**src/rtl/booth_multiplier_radix4.sv**
```systemverilog
// Sequential radix-4 (modified Booth) multiplier, signed/unsigned selectable at start.
// Optional macro BOOTH_ZERO_SKIP_EN: a zero operand skips straight to DONE with p=0.
module booth_multiplier_radix4 #(
    parameter int WIDTH = 8
) (
    input  logic                 clk,
    input  logic                 rst_n,
    input  logic                 start,
    input  logic                 is_signed,
    input  logic [WIDTH-1:0]     a,
    input  logic [WIDTH-1:0]     b,
    output logic                 busy,
    output logic                 done,
    output logic [2*WIDTH-1:0]   p
);

    localparam int EW    = WIDTH + 2;
    localparam int AW    = WIDTH + 3;
    localparam int STEPS = WIDTH / 2 + 1;
    localparam int CW    = $clog2(STEPS + 1);

    generate
        if (WIDTH < 4 || (WIDTH % 2) != 0) begin : gWidthCheck
            $error("booth_multiplier_radix4: WIDTH must be even and >= 4");
        end
    endgenerate

    typedef enum logic [1:0] {IDLE, CALC, DONE} state_t;

    state_t             r_state;
    state_t             w_nextState;
    logic [EW-1:0]      r_mcand;
    logic [AW-1:0]      r_acc;
    logic [EW:0]        r_mult;
    logic [CW-1:0]      r_count;
    logic [2*WIDTH-1:0] r_p;

    logic [EW-1:0]      w_aExt;
    logic [EW-1:0]      w_bExt;
    logic [AW-1:0]      w_mPos;
    logic [AW-1:0]      w_m2Pos;
    logic [AW-1:0]      w_addend;
    logic [AW-1:0]      w_sum;
    logic [AW-1:0]      w_accNext;
    logic [EW:0]        w_multNext;
    logic [2*WIDTH-1:0] w_product;
    logic               w_lastStep;
`ifdef BOOTH_ZERO_SKIP_EN
    logic               w_zeroOp;
    assign w_zeroOp = (a == '0) || (b == '0);
`endif

    assign w_aExt     = {{2{is_signed & a[WIDTH-1]}}, a};
    assign w_bExt     = {{2{is_signed & b[WIDTH-1]}}, b};
    assign w_mPos     = {r_mcand[EW-1], r_mcand};
    assign w_m2Pos    = {r_mcand, 1'b0};
    assign w_lastStep = (r_count == CW'(1));

    // Booth recoding of the three low multiplier bits into a signed partial product.
    always_comb begin
        w_addend = '0;
        case (r_mult[2:0])
            3'b001, 3'b010: w_addend = w_mPos;
            3'b011:         w_addend = w_m2Pos;
            3'b100:         w_addend = -w_m2Pos;
            3'b101, 3'b110: w_addend = -w_mPos;
            default:        w_addend = '0;
        endcase
    end

    assign w_sum      = r_acc + w_addend;
    assign w_accNext  = {{2{w_sum[AW-1]}}, w_sum[AW-1:2]};
    assign w_multNext = {w_sum[1:0], r_mult[EW:2]};
    assign w_product  = {w_accNext[WIDTH-3:0], w_multNext[EW:1]};

    always_ff @(posedge clk or negedge rst_n) begin
        if (!rst_n) begin
            r_state <= IDLE;
        end else begin
            r_state <= w_nextState;
        end
    end

    always_comb begin
        w_nextState = r_state;
        case (r_state)
            IDLE: begin
                if (start) begin
`ifdef BOOTH_ZERO_SKIP_EN
                    w_nextState = w_zeroOp ? DONE : CALC;
`else
                    w_nextState = CALC;
`endif
                end
            end
            CALC:    if (w_lastStep) w_nextState = DONE;
            DONE:    w_nextState = IDLE;
            default: w_nextState = IDLE;
        endcase
    end

    always_comb begin
        busy = (r_state != IDLE);
        done = (r_state == DONE);
    end

    // p is only written when a result retires, so it holds through IDLE and the next CALC.
    always_ff @(posedge clk or negedge rst_n) begin
        if (!rst_n) begin
            r_mcand <= '0;
            r_acc   <= '0;
            r_mult  <= '0;
            r_count <= '0;
            r_p     <= '0;
        end else begin
            case (r_state)
                IDLE: begin
                    if (start) begin
                        r_mcand <= w_aExt;
                        r_acc   <= '0;
                        r_mult  <= {w_bExt, 1'b0};
                        r_count <= CW'(STEPS);
`ifdef BOOTH_ZERO_SKIP_EN
                        if (w_zeroOp) r_p <= '0;
`endif
                    end
                end
                CALC: begin
                    r_acc   <= w_accNext;
                    r_mult  <= w_multNext;
                    r_count <= r_count - CW'(1);
                    if (w_lastStep) r_p <= w_product;
                end
                default: ;
            endcase
        end
    end

    assign p = r_p;

endmodule

```
**config.mk**
```make
export PLATFORM = sky130hd
export DESIGN_NAME = booth_multiplier_radix4
export DESIGN_NICKNAME = d
export VERILOG_FILES = /design/src/rtl/booth_multiplier_radix4.sv
export SDC_FILE = /design/constraint.sdc
export NUM_CORES = 1
export LEC_CHECK = 0
export CAP_MARGIN = 10
export CELL_PAD_IN_SITES_DETAIL_PLACEMENT = 1
export CELL_PAD_IN_SITES_GLOBAL_PLACEMENT = 2
export CORE_UTILIZATION = 36
export DETAILED_ROUTE_END_ITERATION = 10
export PLACE_DENSITY_LB_ADDON = 0.3
export RECOVER_POWER = 100
export SETUP_SLACK_MARGIN = 0.05
export SLEW_MARGIN = 20
export SYNTH_ARGS = -nofsm -noshare
export SYNTH_HDL_FRONTEND = slang
export SYNTH_SLANG_ARGS = --single-unit
```
**constraint.sdc**
```tcl
create_clock -name clk -period 5 [get_ports clk]
set_input_delay 0.75 -clock clk [delete_from_list [all_inputs] [get_ports clk]]
set_output_delay 0.75 -clock clk [all_outputs]
set_load 0.05 [all_outputs]
```
==> run summary <==
The flow ran to the end, but the final reports show violations. The final reports fail on max-capacitance violations, max-slew violations. Summed over all instances, the cell type with the most area after synthesis is dfrtp_1. The pin count of the biggest net entering global routing is 51. The final count of pins violating max slew is slightly above 50. The area of the mapped netlist is slightly above 3000 um^2. The number of design-rule violations left by the first detailed-router iteration came out at 84. The count of placed standard cells including taps came out at 495. From synthesis to final layout, the design area changed by 16.6%.

The worst hold path begins at p[0]. The half-perimeter wire length after detailed placement came out at roughly 6000 um. The horizontal die dimension is roughly 95 um. The worst setup path is captured at a register. The initial utilization of the core area, before any placement, comes to 0.376. The clock latency of the later-clocked register in the worst-skew pair is 310 ps.

The final worst-path cycle share came out at 0.730. In the synthesized netlist the async set-or-reset flop fraction comes to 1.00. The core area came out at around 8300 um^2.

The worst setup path is launched from a register. The routed length on met3 came out at ~140 um. The highest-delay cell along the critical path is dfrtp_1. The tree is rooted in a clkbuf_8.

TritonCTS built the clock tree. The worst-case clock skew is between 9 and 10 ps. The critical path buffer and inverter count is 2. The clock period could shrink to around 3700 ps. In this run the count of I/O pins placed on the die edge is 38. The floorplan step defined a die boundary enclosing ~9000 um^2. Among cell families on the critical path, the largest total delay comes from compound AO/OA/AOI/OAI gates. The count of unique library cells instantiated by Yosys is between 50 and 60. In this run the critical register-to-register path is captured at r_acc[7]. The cell depth of the worst min-delay path came out at 2. The final number of hold-violating endpoints is 0. For the pin with the worst max-slew slack, the measured transition is 2780 ps. The count of buffers added by post-CTS timing repair for setup is 0. For this run, the total global-route usage over all layers was measured as 0.196. The per-cell via count in the routed design is between 5 and 6.

The post-CTS clock slew at the launch and capture registers of the worst setup and hold paths came out at 100 ps. Traced cell by cell, the critical path runs through clkinv_1 > nor2_1 > nand2_1 > o21ai_0 > a21oi_1 > inv_1 > ha_1 > a21oi_1 > o211ai_1 > a2111o_1 > a31oi_1 > xor2_1 > o21ai_0. Excluding fillers, the count of instances in the completed layout stands at about 500. The remaining number of nets flagged by the antenna check after routing is 0. The count of mapped cells out of synthesis came out at 374.

The initial antenna violation count is 0. The stage delay of the slowest cell on the critical path came out at slightly above 800 ps. The mean routed wirelength per cell came out at around 16 um. After synthesis, the cell types taking the most area are dfrtp_1, nand2_1, ha_1, o21ai_0, xor2_1.

Timing would allow up to ~0.27 GHz. The worst register-to-register path has a setup slack of between 1000 and 1500 ps. The wire length of the first global-routing pass is roughly 14000 um.

For this run, the detailed router's first-pass iteration total came to 4. The total setup violations reported at the end of the flow came out at 0. Setup repair after global routing left no endpoint under its margin. The vertical die dimension is ~95 um. The clock buffer count from CTS came out at 5. The port buffer count came out at 37. The total wirelength of the detailed-routed design came out at 8020 um. The clock passes through at most 2 buffers. For hold timing, the worst endpoint is p[0]. The post-cts repair resize count came out at 0. The maximum level of the CTS H-tree came out at 2. The final global-route overflow total is 0. The highest layer used for signal routing is met4. The worst relative slew slack came out at -0.856.

The path class of the tightest hold or removal check is register to register. By startpoint and endpoint, the worst setup path is classified as register to register. The most common flop cell mapped by yosys is dfrtp_1. The arrival time at the worst endpoint is 3830 ps. The number of DRC violations after detailed routing is 0. The detailed router put a total of between 4000 and 5000 um of wire on met1. The number of global-route vias before repair is between 2000 and 3000. The area share of the largest cell type after synthesis is 0.403. Measured in cells, the most critical reg-to-reg path has a length of 13. 0 antenna diodes ended up in the layout.

Each instance of the synthesized netlist takes up on average between 8 and 9 um^2. The hold buffer count at CTS is 0. After synthesis the netlist holds a flip-flop and latch count of 50. The ratio of cells with drive above 1 in the final layout came out at 0.0477. The met2 layer wire length in the routed design is about 3800 um. The number of enable-type register cells in the synthesized netlist is 0. In this run the critical register-to-register path is launched from r_mult[0].

The required time at the worst-slack endpoint is ~5200 ps. The number of synthesis warnings is 0. The sink count of the clock tree is 50.

The final setup TNS is 0 ps. The routed layout has 2669 vias. The site row count is 33. The number of nets produced by synthesis came out at roughly 410.

In this run the worst path has a maximum fanout of 22. The sequential cell area fraction in the yosys report is 0.403. The number of max-capacitance violations reported came out at 1. The final layout net count is 432.

The final weighted congestion of routability-driven global placement came out at 0.854.
==> registers in the layout (all words and copies together), names as in the netlist <==
name	count
p	16
r_acc	9
r_mcand	9
r_mult	11
r_count	3
r_state	2
==> final cells by class <==
type                    instances  area, um^2
multi-input cells             287        1680
fillers                       993        4640
clock inverters                 2        38.8
clock buffers                   6        82.6
well taps                     105         131
inverters                      12        45.0
repair buffers                 41         388
flip-flops and latches         50        1250
==> worst register-to-register path: stages (launching register included) <==
cell      delay, ps
dfrtp_1         810
clkinv_1        430
nor2_1          350
nand2_1          80
o21ai_0         100
a21oi_1         140
inv_1            90
ha_1            220
a21oi_1         230
o211ai_1        200
a2111o_1        400
a31oi_1         210
xor2_1          170
o21ai_0          90
==> logic make-up after synthesis <==
family,after synthesis,synth area share
AOI/OAI and AO/OA,89,0.182
xor gates and xnor gates,17,0.0480
adders and majority gates,15,0.0629
buffers and inverters,37,0.0553
DFF,50,0.403
muxes,5,0.0177
and+or+nand+nor,161,0.231
==> metal layers <==
metal	track usage	vias up
met2	0.316	24
met3	0.0290	5
met1	0.277	1304
met4	0.0417	0
met5	0	-
li1	-	1336
==> cell usage after synthesis (2+ instances only) <==
| master | instances |
|---|---|
| inv_1 | 11 |
| xor2_1 | 11 |
| a311oi_1 | 2 |
| nand3_1 | 13 |
| o21ai_1 | 2 |
| nand2_1 | 95 |
| and3_1 | 2 |
| nor2_1 | 23 |
| a21oi_1 | 17 |
| nor2b_1 | 6 |
| a221oi_1 | 4 |
| xnor2_1 | 6 |
| nand2b_1 | 8 |
| o211ai_1 | 3 |
| ha_1 | 14 |
| clkbuf_8 | 2 |
| a22oi_1 | 3 |
| a31oi_1 | 10 |
| a21o_1 | 3 |
| o21ai_0 | 27 |
| nor3_1 | 5 |
| o31ai_1 | 3 |
| clkbuf_1 | 19 |
| dfrtp_1 | 50 |
| o21a_1 | 2 |
| a211oi_1 | 4 |
| mux2_2 | 4 |
==> cell usage in the layout, fill, tap and decap left out, types with 2 or more instances in the layout <==
cell,netlist,final
a211oi_1,4,4
a21o_1,3,3
a21oi_1,17,17
a221oi_1,4,4
a22oi_1,3,3
a311oi_1,2,2
a31oi_1,10,10
and3_1,2,2
buf_4,1,2
clkbuf_1,19,2
clkbuf_8,2,6
clkdlybuf4s50_1,0,17
dfrtp_1,50,50
dlygate4sd3_1,0,19
ha_1,14,14
inv_1,11,11
mux2_2,4,4
nand2_1,95,95
nand2b_1,8,8
nand3_1,13,13
nor2_1,23,23
nor2b_1,6,6
nor3_1,5,5
o211ai_1,3,3
o21a_1,2,2
o21ai_0,27,27
o21ai_1,2,2
o31ai_1,3,3
xnor2_1,6,6
xor2_1,11,11
==> worst max path at each step <==
| stage | from | to | slack (ps) | depth (start not counted) |
|---|---|---|---|---|
| after global routing | r_mult[0] | r_acc[7] | 930 | 13 |
| after detailed placement | r_mult[0] | r_acc[7] | 1420 | 13 |
| after global placement | r_mult[0] | r_acc[7] | 1490 | 13 |
| final | r_mult[0] | r_acc[7] | 1350 | 13 |
| after CTS | r_mult[0] | r_acc[7] | 1380 | 13 |
| after floorplan | r_mcand[2] | r_acc[9] | 1940 | 13 |
==> metrics by stage <==
stage	hold slack [ps]	instance area [um^2]	utilization	worst slack (ps)
2_1_floorplan	454	3100	-	1940
3_3_place_gp	461	3500	0.424	1490
3_5_place_dp	464	3500	0.424	1420
4_1_cts	489	3620	0.439	1380
5_1_grt	507	3620	0.438	931
6_report	479	3620	0.438	1350
Power is left out: the tool's default activity adds up to more than one toggle a clock period on the data nets, which glitch-free logic cannot reach.
